--- src/rtl/puf_array_eval.sv ---
// puf_array_eval
//
// Clocked controller for a PDL PUF array. It runs EVALS arbiter evaluations
// for each challenge and majority-votes the raw bits into a stable response.
// Each evaluation holds the arbiters in reset (ARM), launches the race
// (FIRE), and then takes one synchronised sample per channel (SAMPLE).
// After the last evaluation, DONE publishes the response and a per-bit
// flag that shows which bits did not agree across all evaluations.
//
// Ports:
//   clk            system clock; all state changes on the rising edge
//   reset          asynchronous, active-low reset
//   start          job request; only accepted in IDLE
//   challenge      challenge word; captured when a job is accepted
//   a_op, b_op     adder operands; captured when a job is accepted
//   busy           high from the cycle after accept through the DONE cycle
//   done           one-cycle pulse; resp/unstable are valid from this cycle
//   resp           majority-voted response; held until the next DONE
//   unstable       bit i set when channel i's samples were not unanimous
//   pdl_challenge  registered challenge sent to the array
//   pdl_a, pdl_b   registered adder operands sent to the array
//   pdl_reset      active-high arbiter reset sent to the array
//   pdl_fire       launch/trigger sent to the array
//   resp_in        raw arbiter outputs; asynchronous to clk

module puf_array_eval #(
    parameter int N_PUF      = 16,
    parameter int CH_W       = 128,
    parameter int OP_W       = 16,
    parameter int EVALS      = 5,
    parameter int RST_CYC    = 2,
    parameter int SETTLE_CYC = 4
) (
    input  logic              clk,
    input  logic              reset,
    input  logic              start,
    input  logic [CH_W-1:0]   challenge,
    input  logic [OP_W-1:0]   a_op,
    input  logic [OP_W-1:0]   b_op,
    output logic              busy,
    output logic              done,
    output logic [N_PUF-1:0]  resp,
    output logic [N_PUF-1:0]  unstable,
    output logic [CH_W-1:0]   pdl_challenge,
    output logic [OP_W-1:0]   pdl_a,
    output logic [OP_W-1:0]   pdl_b,
    output logic              pdl_reset,
    output logic              pdl_fire,
    input  logic [N_PUF-1:0]  resp_in
);

    // A vote counter has to hold the values 0..EVALS.
    localparam int VOTE_W = $clog2(EVALS + 1);
    localparam int EC_W   = (EVALS > 1) ? $clog2(EVALS) : 1;
    localparam int PH_MAX = (RST_CYC > SETTLE_CYC) ? RST_CYC : SETTLE_CYC;
    localparam int PH_W   = $clog2(PH_MAX + 1);

    localparam logic [EC_W-1:0]   LAST_EVAL  = EC_W'(EVALS - 1);
    localparam logic [PH_W-1:0]   ARM_LAST   = PH_W'(RST_CYC - 1);
    localparam logic [PH_W-1:0]   FIRE_LAST  = PH_W'(SETTLE_CYC - 1);
    localparam logic [VOTE_W-1:0] ALL_VOTES  = VOTE_W'(EVALS);
    localparam logic [VOTE_W:0]   EVALS_WIDE = (VOTE_W + 1)'(EVALS);

    // Reject illegal parameter sets when the design is elaborated.
    // SETTLE_CYC >= 3 gives the 2-flop synchroniser time to see the
    // arbiter result before SAMPLE uses it.
    generate
        if (OP_W < N_PUF || EVALS < 1 || RST_CYC < 1 || SETTLE_CYC < 3) begin : g_param_check
            $error("puf_array_eval: illegal parameter combination");
        end
    endgenerate

    typedef enum logic [2:0] {
        IDLE,
        ARM,
        FIRE,
        SAMPLE,
        DONE
    } state_t;

    state_t              state;
    state_t              next_state;
    logic [PH_W-1:0]     phase_cnt;
    logic [EC_W-1:0]     eval_cnt;
    logic [N_PUF-1:0]    sync1;
    logic [N_PUF-1:0]    sync2;
    logic [VOTE_W-1:0]   vote      [N_PUF];
    logic [VOTE_W-1:0]   vote_next [N_PUF];
    logic [N_PUF-1:0]    maj_next;
    logic [N_PUF-1:0]    unst_next;
    logic                accept;

    assign accept = (state == IDLE) && start;

    // State register.
    always_ff @(posedge clk or negedge reset) begin
        if (!reset) begin
            state <= IDLE;
        end else begin
            state <= next_state;
        end
    end

    // Next-state logic. ARM and FIRE last until phase_cnt reaches the
    // configured length. SAMPLE either starts another evaluation or
    // finishes the job.
    always_comb begin
        next_state = state;
        case (state)
            IDLE:    if (start) next_state = ARM;
            ARM:     if (phase_cnt == ARM_LAST) next_state = FIRE;
            FIRE:    if (phase_cnt == FIRE_LAST) next_state = SAMPLE;
            SAMPLE:  next_state = (eval_cnt == LAST_EVAL) ? DONE : ARM;
            DONE:    next_state = IDLE;
            default: next_state = IDLE;
        endcase
    end

    // Votes including the sample being taken this cycle. DONE follows the
    // last SAMPLE, so the response is decided from these values and then
    // registered on the way into DONE.
    always_comb begin
        for (int i = 0; i < N_PUF; i++) begin
            vote_next[i] = vote[i] + VOTE_W'(sync2[i]);
            maj_next[i]  = (({1'b0, vote_next[i]} << 1) > EVALS_WIDE);
            unst_next[i] = (vote_next[i] != '0) && (vote_next[i] != ALL_VOTES);
        end
    end

    // Cycle counter inside ARM and FIRE. It restarts at every state change.
    always_ff @(posedge clk or negedge reset) begin
        if (!reset) begin
            phase_cnt <= '0;
        end else if (next_state != state || !(state == ARM || state == FIRE)) begin
            phase_cnt <= '0;
        end else begin
            phase_cnt <= phase_cnt + 1'b1;
        end
    end

    // Evaluation index and per-channel vote counters. Both clear on accept.
    always_ff @(posedge clk or negedge reset) begin
        if (!reset) begin
            eval_cnt <= '0;
            for (int i = 0; i < N_PUF; i++) vote[i] <= '0;
        end else if (accept) begin
            eval_cnt <= '0;
            for (int i = 0; i < N_PUF; i++) vote[i] <= '0;
        end else if (state == SAMPLE) begin
            if (eval_cnt != LAST_EVAL) eval_cnt <= eval_cnt + 1'b1;
            for (int i = 0; i < N_PUF; i++) vote[i] <= vote_next[i];
        end
    end

    // Two-flop synchroniser for the asynchronous arbiter outputs.
    always_ff @(posedge clk or negedge reset) begin
        if (!reset) begin
            sync1 <= '0;
            sync2 <= '0;
        end else begin
            sync1 <= resp_in;
            sync2 <= sync1;
        end
    end

    // Challenge and operands are frozen from accept until the next accept.
    always_ff @(posedge clk or negedge reset) begin
        if (!reset) begin
            pdl_challenge <= '0;
            pdl_a         <= '0;
            pdl_b         <= '0;
        end else if (accept) begin
            pdl_challenge <= challenge;
            pdl_a         <= a_op;
            pdl_b         <= b_op;
        end
    end

    // Status and array controls are registered from next_state, so they are
    // glitch-free and line up with the state. pdl_fire and pdl_reset are
    // complements of the same condition, so they are never both high.
    always_ff @(posedge clk or negedge reset) begin
        if (!reset) begin
            busy      <= 1'b0;
            done      <= 1'b0;
            pdl_fire  <= 1'b0;
            pdl_reset <= 1'b1;
        end else begin
            busy      <= (next_state != IDLE);
            done      <= (next_state == DONE);
            pdl_fire  <= (next_state == FIRE);
            pdl_reset <= (next_state != FIRE);
        end
    end

    // The result registers only change on entry to DONE.
    always_ff @(posedge clk or negedge reset) begin
        if (!reset) begin
            resp     <= '0;
            unstable <= '0;
        end else if (state == SAMPLE && next_state == DONE) begin
            resp     <= maj_next;
            unstable <= unst_next;
        end
    end

endmodule

--- config.mk ---
export PLATFORM = sky130hd
export DESIGN_NAME = puf_array_eval
export DESIGN_NICKNAME = d
export VERILOG_FILES = /design/src/rtl/puf_array_eval.sv
export SDC_FILE = /design/constraint.sdc
export NUM_CORES = 1
export LEC_CHECK = 0
export ABC_AREA = 1
export CORE_MARGIN = 3
export CORE_UTILIZATION = 40
export CTS_CLUSTER_SIZE = 20
export DETAILED_ROUTE_END_ITERATION = 6
export PLACE_DENSITY = 0.71
export SYNTH_ARGS = -nofsm -noshare
export SYNTH_HDL_FRONTEND = slang
export SYNTH_SLANG_ARGS = --single-unit
--- constraint.sdc ---
create_clock -name clk -period 1.8 [get_ports clk]
set_input_delay 0.18 -clock clk [delete_from_list [all_inputs] [get_ports clk]]
set_output_delay 0.18 -clock clk [all_outputs]
set_load 0.02 [all_outputs]
==> reports/results.md <==
| Quantity | Reported |
|---|---|
| Path type of the worst setup path | reg -> out |
| Post-Synth XOR/XNOR Area | 1.246% |
| Via count | 9,099 |
| Top-level port count | 375 |
| Family with the most delay on the worst path | buffers and inverters |
| Peak fanout along the critical path | 2 |
| Antenna violations before repair | 0 |
| Path class of the lowest-slack min-delay path | in -> reg |
| Global routing usage summed across all routing layers | 19.58% |
| R2R setup slack | 0.28 ns |
| Total setup violations reported at the end of the flow | 0 |
| RePlAce Congestion | 0.8103 |
| Count of clock tree sinks | 285 |
| PnR Total Power | 0.02972 W |
| Number of instances in the placed design | 1,899 |
| Combinational family with the most area after synthesis | simple AND/OR/NAND/NOR gates |
| Clock root buffer | sky130_fd_sc_hd__clkbuf_16 |
| Number of H-tree branching levels | 1 |
| Buffers plus inverters on the worst setup path | 1 |
| Die Y-Extent | 173.7 um |
| First-iteration detailed-routing DRC count | 464 |
| Total Negative Setup Slacks | 0 ns |
| Hold violation total from the final report | 0 |
| Cell row count | 60 |
| Buffers on Ports | 374 |
| Synth Area in Compound Gates | 4.583% |
| Max-Slew Margin vs Limit | 71.67% |
| Main synth FF type | sky130_fd_sc_hd__dfrtp_1 |
| Post-route DRC violation count | 0 |
| Via count of the first global-routing pass | 9,155 |
| Number of nets with antenna violations after detailed routing | 0 |
| Chain of cells forming the critical path | clkdlybuf4s50_1 |
| Floorplan core area | 27,330 um^2 |
| Share of cell area taken by muxes after synthesis | 0% |
| Total routed wirelength | 29.91 mm |
| Register area | 7133 um^2 |
| Number of fill cells | 2,331 |
| Type of destination of the critical path | primary output |
| Max Clk Rate | 574.9 MHz |
| Startpoint Class | flop |
| Worst-case clock skew | 0.007876 ns |
| Yosys warning total | 0 |
| Number of vias per cell | 4.654 |
| Synthesized flop and latch total | 285 |
| Logic pwr share | 43.0% |
| Number of buffers on the longest clock path | 3 |
| Number of violations of the max-capacitance limit | 0 |
| Clock slew at reported path FFs | 0.06 ns |
| Simple-Gate Fraction of Synth Area | 22.27% |
| Half-perimeter wire length of the detailed placement result | 21.41 mm |
| Latest clock arrival within the worst-skew pair | 0.54 ns |
| TritonCTS clock tree | built |
| PD cells | 1783 nW/um^2 |
| CP max stage cell | sky130_fd_sc_hd__clkdlybuf4s50_1 |
| Unrepaired setup endpoints after global routing | no |
| Cell type contributing the most total cell area after synthesis | sky130_fd_sc_hd__dfrtp_1 |
| Clock share of power | 22.6% |
| Switching fraction of total power | 36.99% |
| Synthesized area per cell | 9.483 um^2 |
| Post-Synthesis Net Count | 1,402 |
| Number of enable-type register cells in the synthesized netlist | 0 |
| Total gr overflow | 0 |
| DIE AREA | 30,170 um^2 |
| CP max stage delay | 0.63 ns |
| Internal power | 0.01873 W |
| CP required | 1.62 ns |
| Transition time of the tightest slew-check pin | 0.4249 ns |
| Initial Util | 41.16% |
| Total standard cell area after synthesis | 11,250 um^2 |
| Clock buffers created by TritonCTS | 30 |
| Sequential area share after synthesis | 63.42% |
| Time the worst path needs with I/O delays and setup | 1.739 ns |
| Wire length of the first global-routing pass | 48.48 mm |
| Final cell count without fillers | 1,955 |
| Post-layout util | 60.98% |
| Distinct cells, synth | 22 |
| Die span in x | 173.7 um |
| Area used by multi-input combinational logic | 3631 um^2 |
| Final hold slack | 0.07361 ns |
| Total inserted antenna cells | 0 |
| Leakage power figure | 8.105 nW |
| Arr. time, crit path | 1.56 ns |
| Final count of pins violating max slew | 0 |
| Number of standard cells after synthesis | 1,186 |
| Maximum vdd drop | 985.7 uV |
| Ratio of cells with drive above 1 in the final layout | 5.559% |
| WL per Instance | 15.30 um |
| First-pass iteration count of the detailed router | 6 |
| Pin count of the biggest net entering global routing | 64 |
| Status | finished clean |
| Sequential share of power | 34.3% |
| Most repeated cell in the gate-level netlist after synthesis | sky130_fd_sc_hd__nand2_1 |
| Net switching power | 0.01099 W |
| Ratio of final minimum period to clock period | 96.64% |
| Yosys top cell area share | 63.19% |
| Share of flip-flops with an asynchronous set or reset after synthesis | 100.0% |
| Synthesis-to-layout area growth | 48.17% |
| Ranking of synthesized cells by instance count | sky130_fd_sc_hd__nand2_1, sky130_fd_sc_hd__dfrtp_1, sky130_fd_sc_hd__o21ai_0, sky130_fd_sc_hd__inv_1, sky130_fd_sc_hd__nor2_1 |
| NumNets Final | 1,776 |
| Ranking of synthesized cells by area | sky130_fd_sc_hd__dfrtp_1, sky130_fd_sc_hd__nand2_1, sky130_fd_sc_hd__ha_1 |
| Arithmetic-cell share of the synthesized area counting full adders, half adders and majority gates | 4.116% |
## worst paths after layout
check,to,cells after the start,from
min,sync1[12],1,resp_in[12]
min in group asynchronous,pdl_challenge[108],2,reset
max reg2reg,pdl_reset,11,eval_cnt[0]
max in group asynchronous,pdl_challenge[23],3,reset
max,unstable[7],1,unstable[7]
min reg2reg,sync2[9],0,sync1[9]
## registers in the layout (all words and copies together), names as in the netlist
| register | flops |
|---|---|
| pdl_a | 16 |
| eval_cnt | 3 |
| pdl_fire | 1 |
| done | 1 |
| busy | 1 |
| pdl_b | 16 |
| pdl_challenge | 128 |
| sync2 | 16 |
| sync1 | 16 |
| resp | 16 |
| phase_cnt | 3 |
| unstable | 16 |
| vote | 48 |
| pdl_reset | 1 |
| state | 3 |
## logic make-up (layout without fill, tap and decap cells)
group,Yosys count,after routing
simple gates,647,647
flops,285,285
buf+inv,106,503
compound gates,95,95
fa+ha+maj,37,37
xor+xnor,16,16
## final cells by class
type | count | share of cell area, %
Clock inverter | 13 | 1.321
Tap cell | 372 | 2.793
Clock buffer | 42 | 5.263
Multi-Input combinational cell | 795 | 21.79
Inverter | 49 | 1.134
Timing Repair Buffer | 399 | 24.90
Sequential cell | 285 | 42.80
## worst register-to-register path: stages (launching register included)
cell and delay [ns]:
sky130_fd_sc_hd__dfrtp_1 0.41, sky130_fd_sc_hd__inv_1 0.07, sky130_fd_sc_hd__ha_1 0.14, sky130_fd_sc_hd__nand2_1 0.11, sky130_fd_sc_hd__inv_1 0.09, sky130_fd_sc_hd__nor2_2 0.06
sky130_fd_sc_hd__nor2_2 0.12, sky130_fd_sc_hd__inv_2 0.06, sky130_fd_sc_hd__nor2_1 0.15, sky130_fd_sc_hd__inv_1 0.09, sky130_fd_sc_hd__nor2_2 0.13, sky130_fd_sc_hd__inv_2 0.04
## routing by layer
layer	GRT usage (%)	part of all wire [%]	up-vias
met5	0	0	-
met2	33.91	50	273
met4	5.731	2.9	0
li1	-	-	4470
met1	23.55	39	4296
met3	6.132	8.0	60
## placed cells by master (no fill, tap or decap), types with 2 or more instances in the layout
cell                              count
sky130_fd_sc_hd__a21oi_1             13
sky130_fd_sc_hd__a31oi_1             30
sky130_fd_sc_hd__buf_12              16
sky130_fd_sc_hd__buf_4                8
sky130_fd_sc_hd__bufinv_16            6
sky130_fd_sc_hd__clkbuf_1             5
sky130_fd_sc_hd__clkbuf_16           31
sky130_fd_sc_hd__clkbuf_8             6
sky130_fd_sc_hd__clkdlybuf4s50_1    366
sky130_fd_sc_hd__clkinv_2             5
sky130_fd_sc_hd__clkinvlp_4           2
sky130_fd_sc_hd__dfrtp_1            284
sky130_fd_sc_hd__dlygate4sd2_1        2
sky130_fd_sc_hd__dlymetal6s2s_1       5
sky130_fd_sc_hd__ha_1                37
sky130_fd_sc_hd__inv_1               43
sky130_fd_sc_hd__inv_2                5
sky130_fd_sc_hd__nand2_1            557
sky130_fd_sc_hd__nand3_1             40
sky130_fd_sc_hd__nor2_1              41
sky130_fd_sc_hd__nor2_2               3
sky130_fd_sc_hd__nor2_4               2
sky130_fd_sc_hd__nor3_1               2
sky130_fd_sc_hd__o21ai_0             51
sky130_fd_sc_hd__xnor2_1             16
## through the flow
stage                     area [um^2]  setup slack, ns
after floorplan                 11250           0.4599
after global routing            16660        0.0005905
after CTS                       16650        0.0006952
after global placement          15550           0.1677
after detailed placement        15550           0.1982
final                           16660          0.06057
## power groups by stage
stage	sequential [W]	combinational (W)	clock (W)
floorplan	0.0126	0.00421	0
global placement	0.0102	0.0128	0
detailed placement	0.0103	0.0130	0
CTS	0.0102	0.0130	0.00692
global route	0.0105	0.0140	0.00718
finish	0.0102	0.0128	0.00673
## what timing repair did
action                                 CTS  global route
pin swaps                                0             0
endpoints found under the hold margin  284             0
hold buffers                             1             0
resized for setup                        2             5
buffers inserted                         0             0
setup endpoints to repair                2             5
Power figures use the tool's default switching activity.
==> patch 1, RTL diff (same settings) <==
Change the parameter `N_PUF` from 16 to 8.
--- a/src/rtl/puf_array_eval.sv
+++ b/src/rtl/puf_array_eval.sv
@@ -24,7 +24,7 @@
 //   resp_in        raw arbiter outputs; asynchronous to clk
 
 module puf_array_eval #(
-    parameter int N_PUF      = 16,
+    parameter int N_PUF      = 8,
     parameter int CH_W       = 128,
     parameter int OP_W       = 16,
     parameter int EVALS      = 5,
Ports: changed (resized resp, resp_in and unstable); port bits go from 375 to 351. The function was not compared with the original's and may differ.
==> patch 1 against the unedited design <==
  * Sequential power fell by 18%
  * Final area decreased by 18%
  * Count of clock-buffer cells in the layout fell by 11
  * Worst setup slack improved by 0.0066 ns
  * Register-to-register slack is essentially flat
  * Synthesized area fell by 21%
  * Non-clock buffer count decreased by 32
  * Fmax is 0.38% higher
  * Power decreased by 17%
  * Worst hold slack gained 0.031 ns
  * Wire length shrank 16%
  * Sequential cell count is 56 lower
  * Sequential share of layout area decreased by 0.91 points
  * Highest routed layer unchanged
==> patch 1: results (changes against the unedited design) <==
[worst_setup_path]
max_stage_delay_ns=0.66  ; +0.03 ns
r2r-start=eval_cnt[0]
r2r_cells=7  ; -4
worst_path_max_delay_cell=clkdlybuf4s50_1
critical_path.reg2reg.endpoint=unstable[5]
r2r_setup_slack_ns=0.28  ; about the same
path_delay_family=buffers and inverters

[global_route]
grt_max_degree=87  ; +36%
grt_use_met2=0.3408  ; +0.001694
met3_usage=0.04757  ; -0.01376
grt_pass1_wl_microns=39970  ; -18%
groute.layer.met1.usage=0.2630  ; +0.02758
antenna_found_initial=0  ; unchanged
grt_pass1_vias=7478  ; -18%
track_usage=0.2022  ; +0.006386

[hold_path]
min_path_type=in2reg
min_to=sync1[5]
worstHoldStart=resp_in[5]

[drt]
vias_per_cell=4.663  ; +0.20%
highest_layer=met4
wl_met1_microns=10180  ; -13%
wl_met3_microns=1904  ; -21%
wl_microns=25190  ; -16%
drtIter0Drc=497  ; +7.1%
wl_per_cell_microns=15.59  ; +1.9%
drt_first_pass_iters=5  ; -1
wl_met2_microns=12430  ; -16%

[clocking]
post-cts-setup-buffers=0  ; unchanged
cts-root-buf=clkbuf_16
cts_made_buffers=25  ; -17%
clk_path_buf_depth=3  ; unchanged
clock_latency_ns=0.51  ; -0.03 ns

[placed_design]
post_dp_cell_area_sq_mm=0.01279  ; -18%
place_hpwl_microns=17440  ; -19%
port_buffers=350  ; -6.4%
post-place-ws_ns=0.2109  ; +0.01273 ns
place_congestion=0.8078  ; -0.31%

[synth]
synth_seq_area_share=0.6420  ; +0.007827
ys.flop_type=dfrtp_1
synth_area_leaders=dfrtp_1, nand2_1, ha_1
yosys_warnings=0  ; unchanged
synthArstFlopShare=1.000  ; unchanged
synth_nets=1159  ; -17%
postSynthAreaPerCell_sq_um=9.232  ; -2.6%
synth_commonest_cells=nand2_1, dfrtp_1, o21ai_0, inv_1, buf_2
yosysUniqueCellTypes=23  ; +4.5%

[final_layout]
biggestRegsByFlops=pdl_challenge x128, vote x24
antenna-diode-count=0  ; unchanged
fin_nets=1510  ; -15%
largest_register=pdl_challenge
layout-drive-gt1-share=0.05240  ; -0.003195

[outcome]
status=finished, final reports clean

[timing]
hold_slack_ns=0.1048  ; +0.03115 ns
finClkSkew_ns=0.007896  ; +0.00001948 ns
tightest_slew_ns=0.4254  ; +0.0005063 ns

[power_and_ir_drop]
power.leakage_nw=6.781  ; -16%
vdd_drop_max_mv=1.039  ; +5.4%

patch 1: changes by cell type after synthesis, moves of 16 or more:
cell	delta
ha_1	-16
nor2_1	-23
nand2_1	-30
a31oi_1	-22
o21ai_0	-17
dfrtp_1	-56
nand3_1	-16
patch 1: kinds of logic after synthesis:
| family | after synthesis | share of synthesized area |
|---|---|---|
| buffers and inverters | 78 | 0.03952 |
| AOI/OAI and AO/OA | 62 | 0.03756 |
| adders and majority gates | 21 | 0.02943 |
| xor gates and xnor gates | 5 | 0.004905 |
| and+or+nand+nor | 572 | 0.2465 |
| DFF | 229 | 0.6420 |
patch 1: worst max path at each step:
stage                      start            endpoint  slack, ns  cells after the start
6_report       pdl_challenge[89]   pdl_challenge[89]       0.07                      1
5_1_grt        pdl_challenge[99]   pdl_challenge[99]       0.02                      1
3_5_place_dp               start  pdl_challenge[114]       0.21                      6
3_3_place_gp               start   pdl_challenge[97]       0.25                      6
4_1_cts        pdl_challenge[99]   pdl_challenge[99]       0.04                      1
2_1_floorplan        eval_cnt[0]                busy       0.45                      9
patch 1: what timing repair did:
action,in CTS,in global routing
resized for setup,1,0
hold endpoints to repair,76,0
hold buffers,1,0
endpoints found under the setup margin,1,0
patch 1: area by class of cell:
class | instances | area [sq um]
fillers | 1810 | 8209
flip-flops and latches | 229 | 5732
repair buffers | 367 | 3725
multi-input cells | 660 | 2855
clock buffers | 31 | 688.2
well taps | 280 | 350.3
clock inverters | 14 | 195.2
inverters | 35 | 136.4
patch 1: power breakdown:
| part | switching [mW] | internal [mW] |
|---|---|---|
| logic | 6.00 | 4.85 |
| clock network | 2.04 | 3.41 |
| registers | 1.15 | 7.26 |
==> patch 2, RTL diff (same settings) <==
Without the edit above. Remove the register `pdl_fire`: a continuous assignment takes its place, so the output `pdl_fire` follows one clock earlier.
--- a/src/rtl/puf_array_eval.sv
+++ b/src/rtl/puf_array_eval.sv
@@ -183,15 +183,15 @@
         if (!reset) begin
             busy      <= 1'b0;
             done      <= 1'b0;
-            pdl_fire  <= 1'b0;
             pdl_reset <= 1'b1;
         end else begin
             busy      <= (next_state != IDLE);
             done      <= (next_state == DONE);
-            pdl_fire  <= (next_state == FIRE);
             pdl_reset <= (next_state != FIRE);
         end
     end
+
+    assign pdl_fire = (next_state == FIRE);
 
     // The result registers only change on entry to DONE.
     always_ff @(posedge clk or negedge reset) begin
Formal check against the unedited RTL: not equivalent (a bounded check fails within 4 cycles, from zero or initial values and one cycle with reset low).
==> patch 2 against the unedited design <==
  * The run now ends with setup timing left
  * Synthesized area grew 0.11%
  * Non-clock buffer count grew 34
  * Via count increased by 1.3%
  * Clock skew increased by 0.00086 ns
  * Fmax fell by 16%
  * First-iteration DRC count up 0.86%
  * Power up 1.3%
  * Sequential cell count down 1
  * Wire length grew 7.6%
  * Largest power group unchanged
  * Worst setup slack worse by 0.32 ns
  * Worst hold slack better by 0.057 ns
  * Final area is 1.9% higher
==> patch 2: results (changes against the unedited design) <==
[outcome]
status=finished with violations
violations=setup timing

[placed_design]
place_congestion=0.8416  ; +3.9%
post-place-ws_ns=-0.3248  ; -0.5230 ns

[clocking]
clock_latency_ns=0.49  ; -0.05 ns
htree_levels=2  ; +1

[timing]
worst_slack_ns=-0.2609  ; -0.3214 ns
setup_viol=34  ; +34
finClkSkew_ns=0.008740  ; +0.0008643 ns
tightest_slew_ns=0.7685  ; +0.3436 ns
hold_slack_ns=0.1308  ; +0.05721 ns

[final_layout]
layout-drive-gt1-share=0.07926  ; +0.02367

[synth]
synth_nets=1399  ; -0.21%
synth_compound_gate_area_share=0.04745  ; +0.001616
synth_xor_area_frac=0.01245  ; -0.00001385
synth_area_leaders=dfrtp_1, nand2_1, ha_1
synth_seq_area_share=0.6313  ; -0.002927

[drt]
wl_microns=32170  ; +7.6%
drtIter0Drc=468  ; +0.86%
vias_per_cell=4.636  ; -0.40%
drt_first_pass_iters=4  ; -2

[power_and_ir_drop]
p_sw_frac=0.3755  ; +0.005664
pwr-share-clk=0.220  ; -0.006

[global_route]
grt_max_degree=110  ; +72%
grt_pass1_wl_microns=50180  ; +3.5%
grt_pass1_vias=9323  ; +1.8%
track_usage=0.2046  ; +0.008751
antenna_found_initial=1  ; +1

[worst_setup_path]
max_stage_delay_ns=0.38  ; -0.25 ns

-- patch 2: cell count changes after synthesis, sizes merged --
| cell | change |
|---|---|
| nor2 | -2 |
| clkbuf | -7 |
| buf | +6 |
| a31oi | -1 |
| o21ai | +3 |
| dfrtp | -1 |
| inv | +1 |
| nand2 | -4 |
| a21oi | +2 |
-- patch 2: stage by stage --
step | instances | area [sq um]
final | 1988 | 16980
after global routing | 1987 | 16980
after CTS | 1981 | 16790
after detailed placement | 1907 | 15530
after global placement | 1907 | 15530
after floorplan | 1183 | 11260
-- patch 2: cell type report --
class	instances	area (sq um)	area share
Antenna cell	1	2.502	0.0001474
Timing Repair Buffer	433	4454	0.2623
Multi-Input combinational cell	793	3664	0.2157
Tap cell	372	465.4	0.02741
Sequential cell	284	7108	0.4186
Clock buffer	49	1031	0.06071
Clock inverter	6	61.31	0.003610
Inverter	50	196.4	0.01157
-- patch 2: layer usage --
layer / vias up / track usage / wire length, microns
met5: - / 0 / 0
met4: 0 / 0.06267 / 950
met3: 56 / 0.06789 / 2435
met2: 270 / 0.3558 / 16030
met1: 4359 / 0.2404 / 12760
li1: 4531 / - / -
-- patch 2: timing repair --
action / in CTS / in global routing
cloned: 0 / 5
endpoints found under the setup margin: 23 / 168
hold buffers: 1 / 0
pin swaps: 5 / 6
setup buffers: 18 / 8
gates resized for setup: 15 / 14
hold endpoints to repair: 50 / 0
-- patch 2: worst paths after layout --
kind | start | cells past startpoint | endpoint
max in group asynchronous | reset | 3 | pdl_challenge[13]
worst min register to register | sync1[14] | 0 | sync2[14]
worst max register to register | state[0] | 7 | phase_cnt[0]
min in group asynchronous | reset | 2 | resp[0]
worst max-delay path | phase_cnt[0] | 8 | pdl_fire
worst min-delay path | resp_in[12] | 1 | sync1[12]
